## src/rtl/axi_ddr_read_master.sv

```systemverilog
// axi_ddr_read_master: reads one fixed INCR burst from DDR over AXI4 and streams the beats through a 4-deep FIFO.
// Optional watchdog: define RD_TIMEOUT_EN to flag err when an AR/R wait exceeds TIMEOUT_CYCLES.
module axi_ddr_read_master #(
  parameter logic [39:0] TARGET_ADDR    = 40'h00_2000_0000,
  parameter int          BURST_LEN      = 16,
  parameter logic [3:0]  MASTER_ID      = 4'b0,
  parameter int          TIMEOUT_CYCLES = 1024
) (
  input  logic        ACLK,
  input  logic        ARESETn,
  input  logic        start,
  output logic        busy,
  output logic        done,
  output logic        err,
  output logic [2:0]  state,
  output logic [63:0] m_axis_tdata,
  output logic        m_axis_tvalid,
  input  logic        m_axis_tready,
  output logic        m_axis_tlast,
  output logic [3:0]  M_AXI_ARID,
  output logic [39:0] M_AXI_ARADDR,
  output logic [7:0]  M_AXI_ARLEN,
  output logic [2:0]  M_AXI_ARSIZE,
  output logic [1:0]  M_AXI_ARBURST,
  output logic        M_AXI_ARLOCK,
  output logic [3:0]  M_AXI_ARCACHE,
  output logic [2:0]  M_AXI_ARPROT,
  output logic [3:0]  M_AXI_ARQOS,
  output logic [3:0]  M_AXI_ARREGION,
  output logic        M_AXI_ARUSER,
  output logic        M_AXI_ARVALID,
  input  logic        M_AXI_ARREADY,
  input  logic [3:0]  M_AXI_RID,
  input  logic [63:0] M_AXI_RDATA,
  input  logic [1:0]  M_AXI_RRESP,
  input  logic        M_AXI_RLAST,
  input  logic        M_AXI_RUSER,
  input  logic        M_AXI_RVALID,
  output logic        M_AXI_RREADY
);
  localparam logic [2:0] S_IDLE   = 3'd0;
  localparam logic [2:0] S_ADDR   = 3'd1;
  localparam logic [2:0] S_DATA   = 3'd2;
  localparam logic [2:0] S_DRAIN  = 3'd3;
  localparam logic [2:0] S_FINISH = 3'd4;
  logic [2:0]  state_next;
  logic [64:0] mem [4];
  logic [1:0]  wr_ptr, rd_ptr;
  logic [2:0]  count;
  logic [9:0]  beat_cnt;
  logic        full, push, pop, last_beat, start_acc, ar_hs, beat_bad, to_hit;
  logic        unused_ruser;
  assign M_AXI_ARID     = MASTER_ID;
  assign M_AXI_ARADDR   = TARGET_ADDR;
  assign M_AXI_ARLEN    = 8'(BURST_LEN - 1);
  assign M_AXI_ARSIZE   = 3'b011;
  assign M_AXI_ARBURST  = 2'b01;
  assign M_AXI_ARLOCK   = 1'b0;
  assign M_AXI_ARCACHE  = 4'b0011;
  assign M_AXI_ARPROT   = 3'b000;
  assign M_AXI_ARQOS    = 4'h0;
  assign M_AXI_ARREGION = 4'h0;
  assign M_AXI_ARUSER   = 1'b0;
  assign unused_ruser   = M_AXI_RUSER;
  assign full      = count == 3'd4;
  assign push      = M_AXI_RVALID & M_AXI_RREADY;
  assign pop       = m_axis_tvalid & m_axis_tready;
  assign ar_hs     = M_AXI_ARVALID & M_AXI_ARREADY;
  assign start_acc = (state == S_IDLE) & start;
  assign last_beat = beat_cnt == 10'(BURST_LEN - 1);
  assign beat_bad  = push & ((M_AXI_RRESP != 2'b00) | (M_AXI_RID != MASTER_ID) | (M_AXI_RLAST != last_beat));
  // State register
  always_ff @(posedge ACLK or negedge ARESETn)
    if (!ARESETn) state <= S_IDLE;
    else state <= state_next;
  // Next-state logic; the beat counter, not RLAST, decides when the burst ends
  always_comb begin
    state_next = state;
    case (state)
      S_IDLE:   state_next = start ? S_ADDR : S_IDLE;
      S_ADDR:   state_next = M_AXI_ARREADY ? S_DATA : S_ADDR;
      S_DATA:   state_next = (push && last_beat) ? S_DRAIN : S_DATA;
      S_DRAIN:  state_next = (count == 3'd0) ? S_FINISH : S_DRAIN;
      S_FINISH: state_next = S_IDLE;
      default:  state_next = S_IDLE;
    endcase
  end
  // State-decoded outputs; RREADY low when full so a full FIFO never sees push and pop together
  always_comb begin
    busy          = state != S_IDLE;
    done          = state == S_FINISH;
    M_AXI_ARVALID = state == S_ADDR;
    M_AXI_RREADY  = (state == S_DATA) & ~full;
    m_axis_tvalid = count != 3'd0;
    m_axis_tlast  = mem[rd_ptr][64];
    m_axis_tdata  = mem[rd_ptr][63:0];
  end
  // FIFO storage and pointers; reset flushes any beats of an interrupted burst
  always_ff @(posedge ACLK or negedge ARESETn)
    if (!ARESETn) begin
      for (int i = 0; i < 4; i++) mem[i] <= '0;
      wr_ptr <= '0;
      rd_ptr <= '0;
      count  <= '0;
    end else begin
      if (push) mem[wr_ptr] <= {last_beat, M_AXI_RDATA};
      if (push) wr_ptr <= wr_ptr + 2'd1;
      if (pop) rd_ptr <= rd_ptr + 2'd1;
      count <= count + {2'b0, push} - {2'b0, pop};
    end
  // Beat counter, restarted by each accepted start
  always_ff @(posedge ACLK or negedge ARESETn)
    if (!ARESETn) beat_cnt <= '0;
    else if (start_acc) beat_cnt <= '0;
    else if (push) beat_cnt <= beat_cnt + 10'd1;
  // Sticky error flag, cleared only when a new burst is accepted
  always_ff @(posedge ACLK or negedge ARESETn)
    if (!ARESETn) err <= 1'b0;
    else err <= start_acc ? 1'b0 : (err | beat_bad | to_hit);
`ifdef RD_TIMEOUT_EN
  localparam int TW = $clog2(TIMEOUT_CYCLES + 1);
  logic [TW-1:0] to_cnt;
  logic          to_clr, waiting;
  assign waiting = (state == S_ADDR) | (state == S_DATA);
  assign to_clr  = ar_hs | push | (state != state_next);
  assign to_hit  = to_cnt == TW'(TIMEOUT_CYCLES);
  // Watchdog: measures idle time inside one wait state, saturating at the limit
  always_ff @(posedge ACLK or negedge ARESETn)
    if (!ARESETn) to_cnt <= '0;
    else if (to_clr) to_cnt <= '0;
    else if (waiting && !to_hit) to_cnt <= to_cnt + 1'b1;
`else
  logic        unused_ar_hs;
  logic [31:0] unused_timeout;
  assign to_hit         = 1'b0;
  assign unused_ar_hs   = ar_hs;
  assign unused_timeout = 32'(TIMEOUT_CYCLES);
`endif
endmodule

```

## config.mk

```make
export PLATFORM = sky130hd
export DESIGN_NAME = axi_ddr_read_master
export DESIGN_NICKNAME = d
export VERILOG_FILES = /design/src/rtl/axi_ddr_read_master.sv
export SDC_FILE = /design/constraint.sdc
export NUM_CORES = 1
export LEC_CHECK = 0
export CORE_AREA = 3 3 197 199
export DETAILED_ROUTE_END_ITERATION = 10
export DIE_AREA = 0 0 200 202
export PLACE_DENSITY = 0.65
export RECOVER_POWER = 50
export SKIP_LAST_GASP = 1
export SYNTH_ARGS = -nofsm -noshare
export SYNTH_HDL_FRONTEND = slang
export SYNTH_SLANG_ARGS = --single-unit
```

## constraint.sdc

```tcl
create_clock -name ACLK -period 3.1 [get_ports ACLK]
set_input_delay 0.62 -clock ACLK [delete_from_list [all_inputs] [get_ports ACLK]]
set_output_delay 0.62 -clock ACLK [all_outputs]
set_load 0.01 [all_outputs]
```

==> results.toml, run 1 <==
[clock_network]
tritoncts.num_buffers = 31
cts_max_level = 1
cts_sinks = 281
clk_transition_reported_paths_ps = 60
clock_tree_from_tritoncts = "done"
clockRootBuffer = "clkbuf_16"
cts_hold_buf = 0
cts_max_path_buffers = 3
clock_latency_ps = 560

[critical_path]
critical_path_class = "reg -> out"
startpoint = "rd_ptr[0]"
flop2flop_setup_slack_ps = 270
worst_ep_arrival_time_ps = 2380
rr_endpoint = "mem[236]"
worstPathMaxFanout = 13
cp-start-kind = "flop"
worst_r2r_startpoint = "state[0]"
cp-endpoint = "m_axis_tdata[45]"
rr_worst_depth = 7
worstPathRequired_ps = 2480
critical_path.endpoint_type = "output port"

[detailed_routing]
post-route-drc-count = 0
route.detailed.vias_per_inst = 4.66
first_pass_iters = 4
detailedRoute.firstIterationViolations = 155
detail_route.wirelength_um = 26800
detail-route-antenna-nets = 0
routed-via-count = 7123
wire_per_inst_um = 17.5

[logic_synthesis]
synth_sequential_area_ratio = 0.542
synth_register_bits = 281
synth_fa_ha_area_frac = 0.00830
postSynth.asyncResetShare = 1.00
synthXorXnorAreaFrac = 0.00675
synth_edf_count = 0
post_synth_inst_count = 826
yosysWarningCount = 0
synth_cell_type_count = 43
synth-simple-area-share = 0.0284
synth_ff_type = "dfrtp_1"
synth_compound_area_frac = 0.00434
synth.mux.area_fraction = 0.341
syn_std_cell_area_um2 = 13000
dominant_combinational_cell_family_by_area_after_synthesis = "multiplexers"
syn_area_per_cell_um2 = 15.7

[global_route]
grt.busiest_layer = "met2"
grt.met1_usage = 0.178
grt.overflow.total = 0
gr-usage-met2 = 0.219
grt_antenna_before_repair = 1
groute.layer.met3.usage = 0.0317
vias_in_the_first_global_route = 7714
grt.total_usage = 0.132
grt_pass1_wl_um = 42400
grt_max_degree = 87

[floorplan]
die_h_um = 202
num_rows = 71
core_area_um2 = 37400
design.portCount = 226
die_x_um = 200
die_area_um2 = 40400
starting_density_of_the_core = 0.347

[sta]
grt_setup_unrepaired = "true"
timing.clock.skew_ps = 19.4
finalSetupViolCount = 0
min_period_ps = 3000
timing.fmax_mhz = 333
period_share = 0.969
worstMarginPinSlew_ps = 2310
max_slew_headroom = -0.537
setup-tns-final_ps = 0
final-hold-violation-count = 0
final_max_slew_viols = 85

[placed_design]
place_hpwl_um = 16700
placement.io_buffers = 150
finalWeightedCongestion = 0.709
dpl_cell_area_um2 = 14900
placed_cells_incl_taps = 1463

[power]
worst_ir_drop_vdd_uv = 504
pwr_density_cell_nw_per_um2 = 1090
leakage_uw = 0.00692

[final_layout]
layout.cell_area.non_filler_um2 = 15900
number_of_cells_in_the_finished_layout_apart_from_fillers = 1528
layout-drive-gt1-share = 0.399
antenna-diode-count = 0
syn_to_final_growth_pct = 23.0
final_nets = 1080

[run_status]
violations = "capacitance limit, slew limit"
outcome = "finished, violations left"

[run]
max_cap_viol_count = 1

[worst_hold_path]
hold_path_startpoint = "mem[148]"
holdCritPathClass = "reg -> reg"
-- metal layers --
layer / routed length [um] / vias to the layer above
met1: 11700 / 3717
met5: 12 / -
li1: - / 3216
met2: 13200 / 147
met4: 486 / 2
met3: 1410 / 41
-- cell usage after synthesis, types with 5 or more instances --
cell	instances	area [um2]
buf_2	21	105
nand2_1	19	71.3
clkbuf_1	10	37.5
buf_6	12	135
dfrtp_1	281	7030
mux2_2	250	2820
xnor2_1	8	70.1
mux4_2	65	1460
ha_1	7	87.6
buf_4	76	571
inv_1	7	26.3
mux2_1	10	113
a21oi_1	5	25.0
nor2_1	7	26.3
-- registers in the layout, summed over array words and instances (netlist names) --
name and cells:
state 3, err 1, count 3, beat_cnt 10, mem 260, rd_ptr 2, wr_ptr 2
-- cell type report --
type                       count  area, um2
sequential                   281       7040
tap                          511        639
timing repair buffer         184       1960
clock buffer                  45        898
inverter                       8       30.0
multi-input combinational    488       5320
fill                        3425      21500
clock inverter                11       63.8
-- logic make-up after synthesis --
kind of cell / after synthesis
buf+inv: 129
mux: 328
fa+ha+maj: 8
compound gates: 10
flops: 281
other cells: 2
simple gates: 58
xor+xnor: 10
-- report_power, final --
part           internal [uW]  total (uW)  switching, uW
clock                   2000        3460           1460
combinational           4770        7540           2770
sequential              5440        6360            914
-- through the flow --
stage,util,total power [uW],setup slack (ps),hold slack [ps]
6_report,0.426,17400,96.6,491
5_1_grt,0.426,18500,-13.6,510
3_5_place_dp,0.398,14000,283,480
4_1_cts,0.425,17600,-25.2,78.3
3_3_place_gp,0.398,13800,277,470
2_1_floorplan,-,10900,766,324
-- cell usage in the layout, fill, tap and decap left out, types with 8 or more instances in the layout --
| cell | count |
|---|---|
| dfrtp_1 | 279 |
| clkinv_2 | 8 |
| nand2_1 | 16 |
| mux2_1 | 10 |
| clkdlybuf4s50_1 | 143 |
| clkbuf_1 | 10 |
| conb_1 | 74 |
| buf_4 | 11 |
| xnor2_1 | 8 |
| clkbuf_16 | 33 |
| mux4_2 | 65 |
| inv_1 | 8 |
| mux2_2 | 250 |
| buf_12 | 11 |
-- what timing repair did --
| action | in CTS | in global routing |
|---|---|---|
| cloned | 0 | 2 |
| endpoints found under the setup margin | 57 | 57 |
| gates resized for setup | 1 | 8 |
| buffers inserted | 2 | 5 |
-- critical path, stage by stage, from the launching register on --
cell and delay, ps:
dfrtp_4 460, buf_4 140, buf_16 170, mux4_2 540, clkdlybuf4s50_1 500
-- worst min path at each step --
stage             endpoint  slack [ps]  cells past startpoint
6_report          mem[148]         490                      1
5_1_grt            mem[16]         510                      1
4_1_cts            mem[59]          80                      1
3_5_place_dp      mem[148]         480                      1
3_3_place_gp      mem[195]         470                      1
2_1_floorplan  beat_cnt[0]         320                      0
No activity file was read; power rests on OpenSTA's default activity.
==> run 2: changes to the inputs <==
--- a/config.mk
+++ b/config.mk
@@ -5,12 +5,12 @@
 export SDC_FILE = /design/constraint.sdc
 export NUM_CORES = 1
 export LEC_CHECK = 0
+export CAP_MARGIN = 15
 export CORE_AREA = 3 3 197 199
 export DETAILED_ROUTE_END_ITERATION = 10
 export DIE_AREA = 0 0 200 202
 export PLACE_DENSITY = 0.65
 export RECOVER_POWER = 50
-export SKIP_LAST_GASP = 1
 export SYNTH_ARGS = -nofsm -noshare
 export SYNTH_HDL_FRONTEND = slang
 export SYNTH_SLANG_ARGS = --single-unit
==> constraint.sdc (replaced) <==
create_clock -name ACLK -period 3.1 [get_ports ACLK]
set_input_delay 0.31 -clock ACLK [delete_from_list [all_inputs] [get_ports ACLK]]
set_output_delay 0.31 -clock ACLK [all_outputs]
set_load 0.01 [all_outputs]
==> run 2 against run 1 <==
The run still ends with capacitance limit, slew limit left. Worst setup slack better by 260 ps. Largest cell class unchanged. Sequential power shrank 0.9%. Power grew 1.4%. Clock power rose by 14%.
==> results.toml, run 2 (same netlist as run 1, synthesis figures left out) <==
[power]
portion_of_total_power_attributed_to_sequential_cells = 0.358
power.net_switching_uw = 5120
power_frac_clock = 0.225
power.share.combinational = 0.417
internal-power_uw = 12500
pwr_density_cell_nw_per_um2 = 1110
worst_ir_drop_vdd_uv = 530
sw_frac_of_total = 0.291
leakage_uw = 0.00681
total_power_uw = 17600

[clock_network]
clock_latency_ps = 550
tritoncts.num_buffers = 31
cts_max_level = 1
clk_transition_reported_paths_ps = 60
number_of_instances_resized_during_post_cts_repair = 0
cts_sinks = 281
clockRootBuffer = "clkbuf_16"
cts_max_path_buffers = 3
post-cts-setup-buffer-count = 0
clock_tree_from_tritoncts = "done"

[sta]
final_max_slew_viols = 81
finalSetupViolCount = 0
timing.clock.skew_ps = 10.4
setup-tns-final_ps = 0
final-hold-violation-count = 0
period_share = 0.884
worstMarginPinSlew_ps = 2040
grt_setup_unrepaired = "false"
timing.fmax_mhz = 365
min_period_ps = 2740
max_slew_headroom = -0.358
postLayoutSetupSlackWorst_ps = 359

[floorplan]
die_area_um2 = 40400
starting_density_of_the_core = 0.347
core_area_um2 = 37400
design.portCount = 226
die_h_um = 202
die_x_um = 200
num_rows = 71

[critical_path]
critical_path.endpoint_type = "output port"
worstPathRequired_ps = 2790
worstPathMaxFanout = 38
cp-start-kind = "flop"
flop2flop_setup_slack_ps = 390
worst_ep_arrival_time_ps = 2430
crit_path_cell_trace = "buf_12, mux4_2, clkdlybuf4s50_1"
critical_path_class = "reg -> out"
cp_slowest_stage_delay_ps = 590
slowest_stage = "mux4_2"

[global_route]
grt_antenna_before_repair = 1
grt_pass1_wl_um = 41900
grt.met1_usage = 0.173
grt_max_degree = 82
grt.total_usage = 0.130
gr-usage-met2 = 0.213
grt.overflow.total = 0
groute.layer.met3.usage = 0.0350
vias_in_the_first_global_route = 7620
grt.busiest_layer = "met2"

[final_layout]
syn_to_final_growth_pct = 22.4
layout-drive-gt1-share = 0.398
fill_cells = 3415
largest_reg_flops = 260
largest_register = "mem"
reg_top3 = "mem (260), beat_cnt (10)"
mostFrequentLayoutCells = "dfrtp_1, mux2_2, clkdlybuf4s50_1"
seqCellArea_um2 = 7040
final_common_cell = "dfrtp_1"
final_nets = 1066
antenna-diode-count = 0
multi_input_comb_area_um2 = 5320

[run_status]
violations = "capacitance limit, slew limit"
outcome = "finished, violations left"

[worst_hold_path]
holdCritPathClass = "in -> reg"

[detailed_routing]
first_pass_iters = 4
detail_route.wirelength_um = 26200
detail-route-antenna-nets = 0
route.detailed.vias_per_inst = 4.69
post-route-drc-count = 0
detailedRoute.firstIterationViolations = 199
wire_per_inst_um = 17.3
routed-via-count = 7100

[placed_design]
place_hpwl_um = 16400
finalWeightedCongestion = 0.686
placement.io_buffers = 150
post-place-ws_ps = 537

[run]
max_cap_viol_count = 1
## run 2: cell count changes in the layout (fill, tap and decap cells not counted), moves of 4 or more
cell,previous run,this run
clkinv_2,8,4
buf_12,11,6
dlygate4sd3_1,0,4
bufinv_16,0,5
clkbuf_1,10,2
dlymetal6s2s_1,6,0
## run 2: power groups by stage
stage                     logic (uW)  registers [uW]  clock network (uW)
after global routing            7930            6520                4240
after detailed placement        7530            6370                   0
after global placement          7400            6300                   0
final                           7340            6300                3960
after floorplan                 4840            6050                   0
after CTS                       7550            6320                4090
## run 2: timing repair
item	CTS	global route
endpoints found under the hold margin	77	0
hold buffers	1	0
setup endpoints to repair	0	0
## run 2: worst paths after layout
check / from / end / cells after the start
worst max-delay path: rd_ptr[0] / m_axis_tdata[26] / 3
min in group asynchronous: ARESETn / mem[257] / 2
worst min register to register: mem[198] / mem[198] / 1
max in group asynchronous: ARESETn / mem[27] / 3
worst min-delay path: M_AXI_ARREADY / state[1] / 3
worst max register to register: state[0] / mem[210] / 6
## run 2: final cells by class
class                   count  share of cell area
flip-flops and latches    281               0.443
multi-input cells         488               0.335
repair buffers            170               0.109
clock buffers              42              0.0571
well taps                 511              0.0403
clock inverters            15              0.0136
inverters                   8             0.00189
## run 2: worst max-delay path, delay by kind of cell (launching register included)
kind / cells / cell delay (ps)
buffers and inverters: 2 / 800
muxes: 1 / 590
DFF: 1 / 440
## run 2: per-layer routing
metal,part of all wire,vias up
met5,0.00027,-
met4,0.018,2
met3,0.058,41
met2,0.49,139
met1,0.44,3743
li1,-,3175
## run 2: per-stage QoR
| step | util | cell area (um2) | instances | hold WS (ps) |
|---|---|---|---|---|
| 2_1_floorplan | - | 13200 | 898 | 14.4 |
| 3_3_place_gp | 0.396 | 14800 | 1457 | 355 |
| 3_5_place_dp | 0.396 | 14800 | 1457 | 352 |
| 4_1_cts | 0.426 | 15900 | 1515 | 332 |
| 5_1_grt | 0.424 | 15900 | 1515 | 374 |
| 6_report | 0.424 | 15900 | 1515 | 373 |
==> run 3: changes to the inputs <==
--- a/config.mk
+++ b/config.mk
@@ -14,3 +14,4 @@
 export SYNTH_ARGS = -nofsm -noshare
 export SYNTH_HDL_FRONTEND = slang
 export SYNTH_SLANG_ARGS = --single-unit
+export TNS_END_PERCENT = 10
==> results of run 3 <==
Final layout, timing and power as in run 2 (identical DEF).
